File: src/rtl/seg7_bin2bcd_seq.sv
// Sequential binary to 7-segment driver. A double-dabble engine converts an
// unsigned BIN_W-bit value into DIGITS BCD digits one bit per clock, then the
// digits (or a fixed message) are encoded to active-low segment patterns.
// Outputs are registered and hold until the next completed conversion.
module seg7_bin2bcd_seq #(
  parameter int BIN_W  = 14,
  parameter int DIGITS = 4
) (
  input  logic                  clk,
  input  logic                  reset,
  input  logic                  start,
  input  logic [BIN_W-1:0]      value,
  input  logic [1:0]            mode,
  input  logic                  blank_lz,
  output logic                  busy,
  output logic                  done,
  output logic                  overflow,
  output logic [7*DIGITS-1:0]   segs
);

  localparam int BCD_W = 4 * DIGITS;
  localparam int CNT_W = $clog2(BIN_W + 1);

  // 10^DIGITS, evaluated at elaboration; 64 bits covers DIGITS up to 8.
  function automatic logic [63:0] pow10(input int n);
    logic [63:0] r;
    r = 64'd1;
    for (int i = 0; i < n; i++) r = r * 64'd10;
    return r;
  endfunction

  localparam logic [63:0] LIMIT = pow10(DIGITS);

  // Segment patterns, bit order {g,f,e,d,c,b,a}, active-low.
  localparam logic [6:0] SEG_E     = 7'b0000110;
  localparam logic [6:0] SEG_R     = 7'b0101111;
  localparam logic [6:0] SEG_O     = 7'b0100011;
  localparam logic [6:0] SEG_DASH  = 7'b0111111;
  localparam logic [6:0] SEG_BLANK = 7'b1111111;

  typedef enum logic [1:0] {IDLE, SHIFT, UPDATE} state_t;
  typedef enum logic [1:0] {MODE_DEC, MODE_ERR, MODE_DASH, MODE_BLANK} mode_t;

  function automatic logic [6:0] digit_code(input logic [3:0] d);
    logic [6:0] c;
    case (d)
      4'd0:    c = 7'b1000000;
      4'd1:    c = 7'b1111001;
      4'd2:    c = 7'b0100100;
      4'd3:    c = 7'b0110000;
      4'd4:    c = 7'b0011001;
      4'd5:    c = 7'b0010010;
      4'd6:    c = 7'b0000010;
      4'd7:    c = 7'b1111000;
      4'd8:    c = 7'b0000000;
      4'd9:    c = 7'b0010000;
      default: c = SEG_DASH;
    endcase
    return c;
  endfunction

  // "Erro" right-aligned on digits 3..0; anything higher stays blank.
  function automatic logic [6:0] err_code(input int k);
    logic [6:0] c;
    case (k)
      0:       c = SEG_O;
      1, 2:    c = SEG_R;
      3:       c = SEG_E;
      default: c = SEG_BLANK;
    endcase
    return c;
  endfunction

  state_t             state, state_next;
  logic [BIN_W-1:0]   bin_q;
  logic [BCD_W-1:0]   bcd_q, bcd_adj;
  logic [CNT_W-1:0]   cnt_q;
  mode_t              mode_q;
  logic               blz_q;
  logic               ovf_q;
  logic [7*DIGITS-1:0] segs_next;
  logic               ovf_next;

  // State register.
  always_ff @(posedge clk or posedge reset) begin
    if (reset) state <= IDLE;
    else       state <= state_next;
  end

  // Next-state logic: BIN_W shift cycles, then a single update cycle.
  always_comb begin
    // NOTE: assign a default before the case so no path leaves a variable
    // unassigned; a missing default in always_comb infers a latch.
    state_next = state;
    case (state)
      IDLE:    if (start) state_next = SHIFT;
      SHIFT:   if (cnt_q == CNT_W'(1)) state_next = UPDATE;
      UPDATE:  state_next = IDLE;
      default: state_next = IDLE;
    endcase
  end

  // Add-3 correction on every BCD nibble that is 5 or more, ahead of the shift.
  always_comb begin
    bcd_adj = bcd_q;
    for (int k = 0; k < DIGITS; k++) begin
      if (bcd_q[4*k +: 4] >= 4'd5) bcd_adj[4*k +: 4] = bcd_q[4*k +: 4] + 4'd3;
    end
  end

  // Conversion datapath: capture on acceptance, shift {bcd,bin} while in SHIFT.
  always_ff @(posedge clk or posedge reset) begin
    // NOTE: sequential state uses non-blocking assignments only, so every
    // register samples pre-edge values regardless of statement order.
    if (reset) begin
      bin_q  <= '0;
      bcd_q  <= '0;
      cnt_q  <= '0;
      mode_q <= MODE_DEC;
      blz_q  <= 1'b0;
      ovf_q  <= 1'b0;
    end else begin
      case (state)
        IDLE: if (start) begin
          bin_q  <= value;
          bcd_q  <= '0;
          cnt_q  <= CNT_W'(BIN_W);
          mode_q <= mode_t'(mode);
          blz_q  <= blank_lz;
          ovf_q  <= ({{(64-BIN_W){1'b0}}, value} >= LIMIT);
        end
        SHIFT: begin
          bcd_q <= {bcd_adj[BCD_W-2:0], bin_q[BIN_W-1]};
          bin_q <= {bin_q[BIN_W-2:0], 1'b0};
          cnt_q <= cnt_q - CNT_W'(1);
          // A 1 leaving the top nibble means the result needs more digits.
          if (bcd_adj[BCD_W-1]) ovf_q <= 1'b1;
        end
        default: ;
      endcase
    end
  end

  // Display encoding of the finished conversion according to the captured mode.
  always_comb begin
    logic       seen_nz;
    logic [3:0] nib;
    segs_next = '1;
    ovf_next  = 1'b0;
    seen_nz   = 1'b0;
    nib       = '0;
    case (mode_q)
      MODE_DEC: begin
        if (ovf_q) begin
          ovf_next = 1'b1;
          for (int k = 0; k < DIGITS; k++) segs_next[7*k +: 7] = SEG_DASH;
        end else begin
          // Walk from the most significant digit so leading zeros are known.
          for (int k = DIGITS - 1; k >= 0; k--) begin
            nib = bcd_q[4*k +: 4];
            if (nib != 4'd0) seen_nz = 1'b1;
            if (blz_q && !seen_nz && k != 0) segs_next[7*k +: 7] = SEG_BLANK;
            else                             segs_next[7*k +: 7] = digit_code(nib);
          end
        end
      end
      MODE_ERR:  for (int k = 0; k < DIGITS; k++) segs_next[7*k +: 7] = err_code(k);
      MODE_DASH: for (int k = 0; k < DIGITS; k++) segs_next[7*k +: 7] = SEG_DASH;
      default:   segs_next = '1;
    endcase
  end

  // Registered outputs: busy during the shift cycles, done and display on UPDATE.
  always_ff @(posedge clk or posedge reset) begin
    if (reset) begin
      busy     <= 1'b0;
      done     <= 1'b0;
      overflow <= 1'b0;
      segs     <= '1;
    end else begin
      busy <= (state == SHIFT);
      done <= (state == UPDATE);
      if (state == UPDATE) begin
        segs     <= segs_next;
        overflow <= ovf_next;
      end
    end
  end

endmodule

File: config.mk
export PLATFORM = sky130hd
export DESIGN_NAME = seg7_bin2bcd_seq
export DESIGN_NICKNAME = d
export VERILOG_FILES = /design/src/rtl/seg7_bin2bcd_seq.sv
export SDC_FILE = /design/constraint.sdc
export NUM_CORES = 1
export LEC_CHECK = 0
export CORE_AREA = 2 2 88 90
export CTS_BUF_LIST = sky130_fd_sc_hd__clkbuf_16
export DETAILED_ROUTE_END_ITERATION = 10
export DIE_AREA = 0 0 90 92
export PLACE_DENSITY = 0.91
export SYNTH_ARGS = -nofsm -noshare
export SYNTH_HDL_FRONTEND = slang
export SYNTH_SLANG_ARGS = --single-unit
File: constraint.sdc
create_clock -name clk -period 2.3 [get_ports clk]
set_input_delay 0.23 -clock clk [delete_from_list [all_inputs] [get_ports clk]]
set_output_delay 0.23 -clock clk [all_outputs]
set_load 0.01 [all_outputs]
==> impl_metrics.env, run 1 <==
export IMPL_start_util_pct=54.1
export IMPL_drtIter0Drc=215
export IMPL_dp_hpwl_mm=6.67
export IMPL_ctsHoldBuffers=0
export IMPL_fin_worst_skew_ns=0.00708
export IMPL_ctsResizeCount=0
export IMPL_worst_slack_ns=0.483
export IMPL_synth_cell_area_mm2=0.00403
export IMPL_grt_overflow_total=0
export IMPL_crit_type="flip-flop to flip-flop"
export IMPL_dieArea_mm2=0.00828
export IMPL_drc=0
export IMPL_cts_buffers=9
export IMPL_synthCells=430
export IMPL_grt_max_degree=72
export IMPL_pre_cts_ws_ns=0.461
export IMPL_status="finished clean"
export IMPL_ys_top_cells_by_area="dfrtp_1, dfstp_2, ha_1, o21ai_0, nand2_1"
export IMPL_max_freq_mhz=550
export IMPL_hold_path_class="input port to async pin"
export IMPL_cp_max_fo=6
export IMPL_die_w_um=90
export IMPL_synth_edf_count=0
export IMPL_multi_input_area_mm2=0.00199
export IMPL_wl_per_cell_um=16.0
export IMPL_cp_slowest_stage_delay_ns=0.42
export IMPL_final_setup_tns_ns=0
export IMPL_clk_latency_ns=0.33
export IMPL_root_buffer="clkbuf_16"
export IMPL_drt_pass1_iterations=5
export IMPL_num_vias=3357
export IMPL_ir_drop_v=0.000627
export IMPL_syn_area_per_cell_um2=9.37
export IMPL_leakage_nw=2.03
export IMPL_slew_headroom_pct=59.1
export IMPL_routed_wl_mm=9.33
export IMPL_whs_ns=0.281
export IMPL_area_delta_synth_final_pct=20.6
export IMPL_routed_via_density=5.77
export IMPL_gp_congestion=0.899
export IMPL_post_cts_buffers=0
export IMPL_sequentialPowerShare_pct=36.0
export IMPL_netSwitchingPower_mw=2.92
export IMPL_final_layout_size_suffix_gt1_share_pct=14.2
export IMPL_cts_tree="done"
export IMPL_layout_area_seq_mm2=0.00181
export IMPL_clock_sinks=71
export IMPL_clk_path_buf_depth=2
export IMPL_endpoint_kind="flip-flop"
export IMPL_synth_ff_type="dfrtp_1"
export IMPL_row_count=32
export IMPL_seq_area_frac_synth_pct=45.0
export IMPL_fin_crit_ns=1.82
export IMPL_synth_top_cell_area_share_pct=26.7
export IMPL_start_kind="flip-flop"
export IMPL_grt_pass1_vias=3301
export IMPL_crit_chain="inv_1 > ha_1 > and4bb_4 > nand4_1 > nand3_2 > o221a_1"
export IMPL_synth_distinct_cells=59
export IMPL_crit_required_ns=2.57
export IMPL_io_pins=51
export IMPL_maxCapViolations=0
export IMPL_port_buffers=50
export IMPL_htree_levels=3
export IMPL_grt_use_total_pct=23.9
export IMPL_rsz0062_at_grt="false"
export IMPL_ys_seq_elements=71
export IMPL_synth_fp_nets=475
export IMPL_powerDensity_mw_per_mm2=1490
export IMPL_coreArea_mm2=0.00745
export IMPL_yosysMostFrequentCell="nand2_1"
export IMPL_antennaDiodeCount=0
export IMPL_power_share_clock_pct=17.5
export IMPL_combPwrFrac_pct=46.5
export IMPL_cp_arrival_ns=2.09
export IMPL_setup_violations=0
export IMPL_synth_common_cells="nand2_1, dfrtp_1, nor2_1"
export IMPL_yosysTopAreaCell="dfrtp_1"
export IMPL_hold_violations=0
export IMPL_slowest_stage="dfrtp_1"
export IMPL_drv_slew=0
export IMPL_grt_pass1_wl_mm=15.8
export IMPL_antenna_found_initial=0
export IMPL_fin_nets=520
export IMPL_p_int_mw=4.33
export IMPL_path_clk_slew_ns=0.06
export IMPL_swShare_pct=40.3
export IMPL_fill_cells=598
export IMPL_yosys_warnings=0
export IMPL_worstMarginPinSlew_ns=0.609
export IMPL_period_share_pct=79.0
export IMPL_async_flop_share_pct=100
export IMPL_postRouteAntennaNets=0
export IMPL_fp_dieH_um=92
-- routing by layer --
layer | vias up | wire length (um) | GRT usage, % | share of wire [%]
li1 | 1622 | - | - | -
met1 | 1614 | 3890 | 28.8 | 42
met2 | 108 | 4850 | 43.5 | 52
met3 | 13 | 454 | 3.78 | 4.9
met4 | 0 | 136 | 8.21 | 1.5
met5 | - | 0 | 0 | 0
-- logic make-up (layout without fill, tap and decap cells) --
group / Yosys count / in the layout / synth area share (%)
and+or+nand+nor: 140 / 140 / 17.6
AOI/OAI and AO/OA: 134 / 134 / 21.2
DFF: 71 / 71 / 45.0
buffers and inverters: 48 / 98 / 5.59
adders and majority gates: 25 / 25 / 7.77
muxes: 7 / 7 / 1.77
xor gates and xnor gates: 5 / 5 / 1.09
-- final timing paths --
kind	startpoint	end	slack, ns	cells after the start
setup / recovery	bcd_q[12]	segs[7]	0.48	6
hold / removal	reset	bin_q[6]	0.28	3
hold reg to reg	bin_q[12]	bin_q[12]	0.49	2
min in group clk	value[1]	bin_q[1]	0.46	3
setup reg to reg	bcd_q[12]	segs[7]	0.48	6
max in group asynchronous	reset	segs[8]	1.67	3
-- layout make-up --
| type | instances | area share, % |
|---|---|---|
| clock buffer | 9 | 4.64 |
| inverter | 27 | 2.14 |
| multi-input combinational | 311 | 41.0 |
| clock inverter | 7 | 0.979 |
| tap | 102 | 2.63 |
| timing repair buffer | 55 | 11.3 |
| sequential | 71 | 37.3 |
-- worst max-delay path: cells and delay by family, from the launching register on --
family,cells,cell delay [ns]
DFF,1,0.42
adders and majority gates,1,0.26
AOI/OAI and AO/OA,1,0.21
buffers and inverters,1,0.17
and+or+nand+nor,3,0.70
-- flip-flops by register name (all words and copies together), names as in the netlist --
name and flops:
done 1, mode_q 2, bin_q 14, blz_q 1
overflow 1, busy 1, cnt_q 4, ovf_q 1
bcd_q 16, segs 28, state 2
-- per-stage QoR --
stage	cell area [um^2]	power (mW)	utilization [%]	cells
detailed placement	4580	5.93	61.6	566
global route	4860	7.79	65.2	582
floorplan	4030	4.80	-	430
CTS	4860	7.24	65.2	582
global placement	4580	5.76	61.6	566
finish	4860	7.24	65.2	582
-- power by group through the flow --
stage / logic (mW) / clock network [mW] / registers [mW]
after global routing: 3.74 / 1.34 / 2.71
after global placement: 3.19 / 0 / 2.57
after CTS: 3.36 / 1.28 / 2.60
final: 3.37 / 1.27 / 2.61
after detailed placement: 3.32 / 0 / 2.62
after floorplan: 2.34 / 0 / 2.46
-- placed cells by master, fill, tap and decap left out, drive strengths merged, types with 12 or more instances in the layout --
| cell | synthesis | final |
|---|---|---|
| dfstp | 28 | 28 |
| inv | 27 | 28 |
| nor2 | 45 | 45 |
| a21oi | 33 | 33 |
| o22ai | 12 | 12 |
| o21ai | 40 | 40 |
| ha | 25 | 25 |
| dfrtp | 43 | 43 |
| clkdlybuf4s50 | 0 | 50 |
| nand2 | 47 | 47 |
No activity file was read; power rests on OpenSTA's default activity.
==> run 2, diff against run 1 <==
clock period = 1.7 ns   (was 2.3 ns; I/O delays follow)
==> run 2 against run 1 <==
  * Combinational power grew 59%
  * Sequential power up 27%
  * Clock skew shrank 0.0022 ns
  * Global-route usage fell by 0.15 points
  * Core utilization is 4.6 points higher
  * Wire length increased by 5.4%
  * Register-to-register slack got worse by 0.43 ns
  * Worst setup slack worse by 0.43 ns
  * Count of clock-buffer cells in the layout unchanged
  * Largest power group unchanged
  * Sequential share of layout area fell by 2.4 points
==> impl_metrics.env, run 2 (synthesis results as in run 1) <==
export IMPL_die_w_um=90
export IMPL_wl_per_cell_um=16.2
export IMPL_final_layout_size_suffix_gt1_share_pct=21.1
export IMPL_coreArea_mm2=0.00745
export IMPL_setup_violations=0
export IMPL_routed_via_density=5.82
export IMPL_fin_worst_skew_ns=0.00485
export IMPL_powerDensity_mw_per_mm2=2080
export IMPL_antenna_found_initial=0
export IMPL_crit_required_ns=1.96
export IMPL_critPathTopFamily="simple AND/OR/NAND/NOR gates"
export IMPL_hold_path_class="input port to async pin"
export IMPL_slowest_stage="dfrtp_1"
export IMPL_start_kind="flip-flop"
export IMPL_area_delta_synth_final_pct=29.1
export IMPL_cts_tree="done"
export IMPL_io_pins=51
export IMPL_htree_levels=3
export IMPL_clk_latency_ns=0.33
export IMPL_largest_reg_flops=28
export IMPL_antennaDiodeCount=0
export IMPL_final_common_cell="clkdlybuf4s50_1"
export IMPL_worst_slack_ns=0.0574
export IMPL_fin_nets=546
export IMPL_drc=0
export IMPL_finalPower_mw=10.8
export IMPL_leakage_nw=2.21
export IMPL_final_cell_mix="clkdlybuf4s50_1, nand2_1, dfrtp_1"
export IMPL_status="finished clean"
export IMPL_routed_wl_mm=9.83
export IMPL_pre_cts_ws_ns=-0.0158
export IMPL_worstMarginPinSlew_ns=0.487
export IMPL_clock_sinks=71
export IMPL_gp_congestion=0.891
export IMPL_slew_headroom_pct=67.1
export IMPL_drtIter0Drc=192
export IMPL_fin_crit_ns=1.64
export IMPL_dp_hpwl_mm=6.82
export IMPL_cp_max_fo=5
export IMPL_maxCapViolations=0
export IMPL_postRouteAntennaNets=0
export IMPL_port_buffers=50
export IMPL_critPathBufInv=1
export IMPL_grt_max_degree=65
export IMPL_ir_drop_v=0.000854
export IMPL_crit_chain="inv_1 > ha_4 > nor4_4 > nand3_2 > o221a_1"
export IMPL_crit_type="flip-flop to flip-flop"
export IMPL_grt_pass1_wl_mm=15.8
export IMPL_start_util_pct=54.1
export IMPL_fill_cells=554
export IMPL_period_share_pct=96.6
export IMPL_whs_ns=0.108
export IMPL_cts_buffers=9
export IMPL_grt_pass1_vias=3408
export IMPL_largest_register="segs"
export IMPL_endpoint_kind="flip-flop"
export IMPL_final_setup_tns_ns=0
export IMPL_rsz0062_at_grt="true"
export IMPL_row_count=32
export IMPL_hold_violations=0
export IMPL_root_buffer="clkbuf_16"
export IMPL_grt_use_total_pct=23.7
export IMPL_num_vias=3541
export IMPL_dieArea_mm2=0.00828
export IMPL_fp_dieH_um=92
export IMPL_clk_path_buf_depth=2
export IMPL_max_freq_mhz=609
export IMPL_cp_arrival_ns=1.90
export IMPL_drv_slew=0
export IMPL_top_regs="segs x28, bcd_q x16, bin_q x14"
export IMPL_path_clk_slew_ns=0.06
export IMPL_grt_overflow_total=0
export IMPL_cp_slowest_stage_delay_ns=0.38
export IMPL_drt_pass1_iterations=5
run 2: cell count changes in the layout (fill, tap and decap cells not counted), sizes merged:
cell	delta
clkinv	-1
bufinv	+3
inv	-2
buf	+26
run 2: worst reg2reg max path, stage by stage (launching register included):
cell,delay [ns]
dfrtp_1,0.38
inv_1,0.11
ha_4,0.24
nor4_4,0.38
nand3_2,0.18
o221a_1,0.27
run 2: worst paths after layout:
| kind | startpoint | end | slack [ns] | cells past startpoint |
|---|---|---|---|---|
| worst max-delay path | mode_q[1] | segs[9] | 0.06 | 5 |
| worst min-delay path | reset | bin_q[8] | 0.11 | 2 |
| worst max register to register | mode_q[1] | segs[9] | 0.06 | 5 |
| worst min register to register | segs[6] | segs[6] | 0.48 | 2 |
| max in group asynchronous | reset | segs[21] | 0.98 | 3 |
| min in group clk | value[1] | bin_q[1] | 0.41 | 3 |
run 2: final cells by class:
cell class | instances | area [um^2] | area share, %
sequential | 71 | 1810 | 34.9
inverter | 27 | 108 | 2.07
clock buffer | 9 | 225 | 4.33
tap | 102 | 128 | 2.45
multi-input combinational | 311 | 2060 | 39.6
clock inverter | 7 | 111 | 2.14
timing repair buffer | 81 | 758 | 14.6
run 2: layer usage:
metal / up-vias / part of all wire, % / routed length [um] / track usage [%]
li1: 1675 / - / - / -
met4: 0 / 1.7 / 170 / 9.74
met3: 19 / 5.2 / 510 / 4.60
met5: - / 0 / 0 / 0
met2: 130 / 51 / 5000 / 41.4
met1: 1717 / 42 / 4150 / 29.0
run 2: what timing repair did:
action                                  in CTS  in global routing
hold buffers                                 0                  0
endpoints found under the setup margin       8                 27
gates resized for setup                      1                 17
buffers inserted                             0                  3
pin swaps                                    1                  4
run 2: power by group:
| group | internal, mW | switching, mW |
|---|---|---|
| combinational | 2.57 | 2.79 |
| clock | 1.42 | 0.706 |
| sequential | 2.70 | 0.609 |
run 2: metrics by stage:
stage,util [%],instances,area [um^2]
after detailed placement,64.1,589,4770
after CTS,68.7,605,5110
after floorplan,-,430,4030
final,69.8,608,5200
after global routing,69.8,608,5200
after global placement,64.1,589,4770
==> run 3, diff against run 2 <==
HOLD_SLACK_MARGIN = 0.1   (was default)
PLACE_DENSITY = default   (was 0.91)
PLACE_DENSITY_LB_ADDON = 0.1   (was default)
==> run 3 against run 2 <==
  * Highest routed layer unchanged
  * Worst setup slack gained 0.033 ns
  * Wire length fell by 4.8%
  * Die area stayed put
  * Largest power group unchanged
  * Via count is 5.1% lower
  * First-iteration DRC count increased by 3.6%
  * Largest cell class unchanged
  * Critical endpoint is now segs[13]
==> impl_metrics.env, run 3 (synthesis results as in run 1) <==
export IMPL_status="finished clean"
export IMPL_cts_buffers=9
export IMPL_dieArea_mm2=0.00828
export IMPL_setup_violations=0
export IMPL_grt_max_degree=39
export IMPL_die_w_um=90
export IMPL_max_freq_mhz=621
export IMPL_final_common_cell="clkdlybuf4s50_1"
export IMPL_area_delta_synth_final_pct=26.7
export IMPL_dp_hpwl_mm=6.88
export IMPL_fin_nets=548
export IMPL_worstMarginPinSlew_ns=0.375
export IMPL_utilization_pct=68.5
export IMPL_start_util_pct=54.1
export IMPL_slew_headroom_pct=74.6
export IMPL_root_buffer="clkbuf_16"
export IMPL_cts_tree="done"
export IMPL_crit_type="flip-flop to flip-flop"
export IMPL_hold_violations=0
export IMPL_drc=0
export IMPL_io_pins=51
export IMPL_port_buffers=50
export IMPL_grt_use_total_pct=23.6
export IMPL_antenna_found_initial=0
export IMPL_postRouteAntennaNets=0
export IMPL_grt_pass1_wl_mm=15.6
export IMPL_num_vias=3359
export IMPL_endpoint_kind="flip-flop"
export IMPL_cp_max_fo=5
export IMPL_fp_dieH_um=92
export IMPL_drtIter0Drc=199
export IMPL_start_kind="flip-flop"
export IMPL_cp_arrival_ns=1.87
export IMPL_row_count=32
export IMPL_leakage_nw=2.17
export IMPL_post_cts_buffers=0
export IMPL_routed_wl_mm=9.36
export IMPL_whs_ns=0.162
export IMPL_final_setup_tns_ns=0
export IMPL_largest_reg_flops=28
export IMPL_htree_levels=3
export IMPL_drt_pass1_iterations=4
export IMPL_final_layout_size_suffix_gt1_share_pct=20.5
export IMPL_routed_via_density=5.52
export IMPL_maxCapViolations=0
export IMPL_fin_worst_skew_ns=0.00633
export IMPL_ir_drop_v=0.00103
export IMPL_gp_congestion=0.873
export IMPL_coreArea_mm2=0.00745
export IMPL_final_cell_mix="clkdlybuf4s50_1, nand2_1, nor2_1, dfrtp_1, o21ai_0"
export IMPL_drv_slew=0
export IMPL_clk_path_buf_depth=2
export IMPL_layout_area_seq_mm2=0.00181
export IMPL_clock_sinks=71
export IMPL_wl_per_cell_um=15.4
export IMPL_wl_met3_um=398
export IMPL_top_regs="segs x28, bcd_q x16, bin_q x14"
export IMPL_grt_overflow_total=0
export IMPL_routed_wl_met2_mm=4.43
export IMPL_path_clk_slew_ns=0.05
export IMPL_highest_layer="met4"
export IMPL_crit_required_ns=1.96
export IMPL_antennaDiodeCount=0
export IMPL_grt_pass1_vias=3245
export IMPL_finalPower_mw=10.1
export IMPL_largest_register="segs"
export IMPL_powerDensity_mw_per_mm2=1980
export IMPL_hold_path_class="input port to async pin"
export IMPL_fin_crit_ns=1.61
export IMPL_drt_met1_wl_mm=4.44
export IMPL_fill_cells=610
export IMPL_multi_input_area_mm2=0.00203
export IMPL_period_share_pct=94.7
export IMPL_clk_latency_ns=0.33
-- run 3: cell count changes in the layout (fill, tap and decap cells not counted), sizes merged --
cell / change
buf: +2
bufinv: -3
inv: +2
-- run 3: through the flow --
stage                     instance area, um^2  setup slack (ns)  instances
after global placement                   4810            0.0501        594
after CTS                                5060            0.0491        609
after floorplan                          4030             0.162        430
final                                    5100            0.0899        609
after global routing                     5100          -0.00596        609
after detailed placement                 4810           0.00170        594
-- run 3: final timing paths --
kind | slack (ns) | cells after the start | to | from
setup reg to reg | 0.09 | 6 | segs[13] | bcd_q[4]
hold / removal | 0.16 | 2 | bin_q[5] | reset
hold reg to reg | 0.48 | 2 | segs[6] | segs[6]
setup / recovery | 0.09 | 6 | segs[13] | bcd_q[4]
max in group asynchronous | 0.98 | 3 | segs[2] | reset
min in group clk | 0.39 | 3 | blz_q | blank_lz
-- run 3: area by class of cell --
| type | count | area share [%] |
|---|---|---|
| Sequential cell | 71 | 35.5 |
| Multi-Input combinational cell | 311 | 39.8 |
| Clock inverter | 6 | 0.466 |
| Clock buffer | 9 | 4.41 |
| Timing Repair Buffer | 83 | 15.2 |
| Inverter | 27 | 2.11 |
| Tap cell | 102 | 2.50 |
-- run 3: where the power goes --
| part | leakage (nW) | switching (mW) | internal [mW] |
|---|---|---|---|
| clock network | 0.130 | 0.645 | 0.948 |
| registers | 0.815 | 0.601 | 2.70 |
| logic | 1.22 | 2.68 | 2.52 |
-- run 3: routing by layer --
metal / GRT usage [%] / vias to the layer above
met5: 0 / -
met4: 6.15 / 0
met3: 5.26 / 8
met2: 38.5 / 79
met1: 32.0 / 1605
li1: - / 1667
-- run 3: critical path, cell delays in order, from the launching register on --
cell	delay, ns
dfrtp_1	0.42
inv_1	0.08
ha_1	0.25
nor3b_2	0.18
nand4_1	0.15
o221ai_1	0.18
a32o_1	0.28
-- run 3: repair_timing --
item,CTS,global route
endpoints found under the setup margin,3,25
pin swaps,1,2
hold buffers,0,0
resized for setup,0,15
hold endpoints to repair,0,0
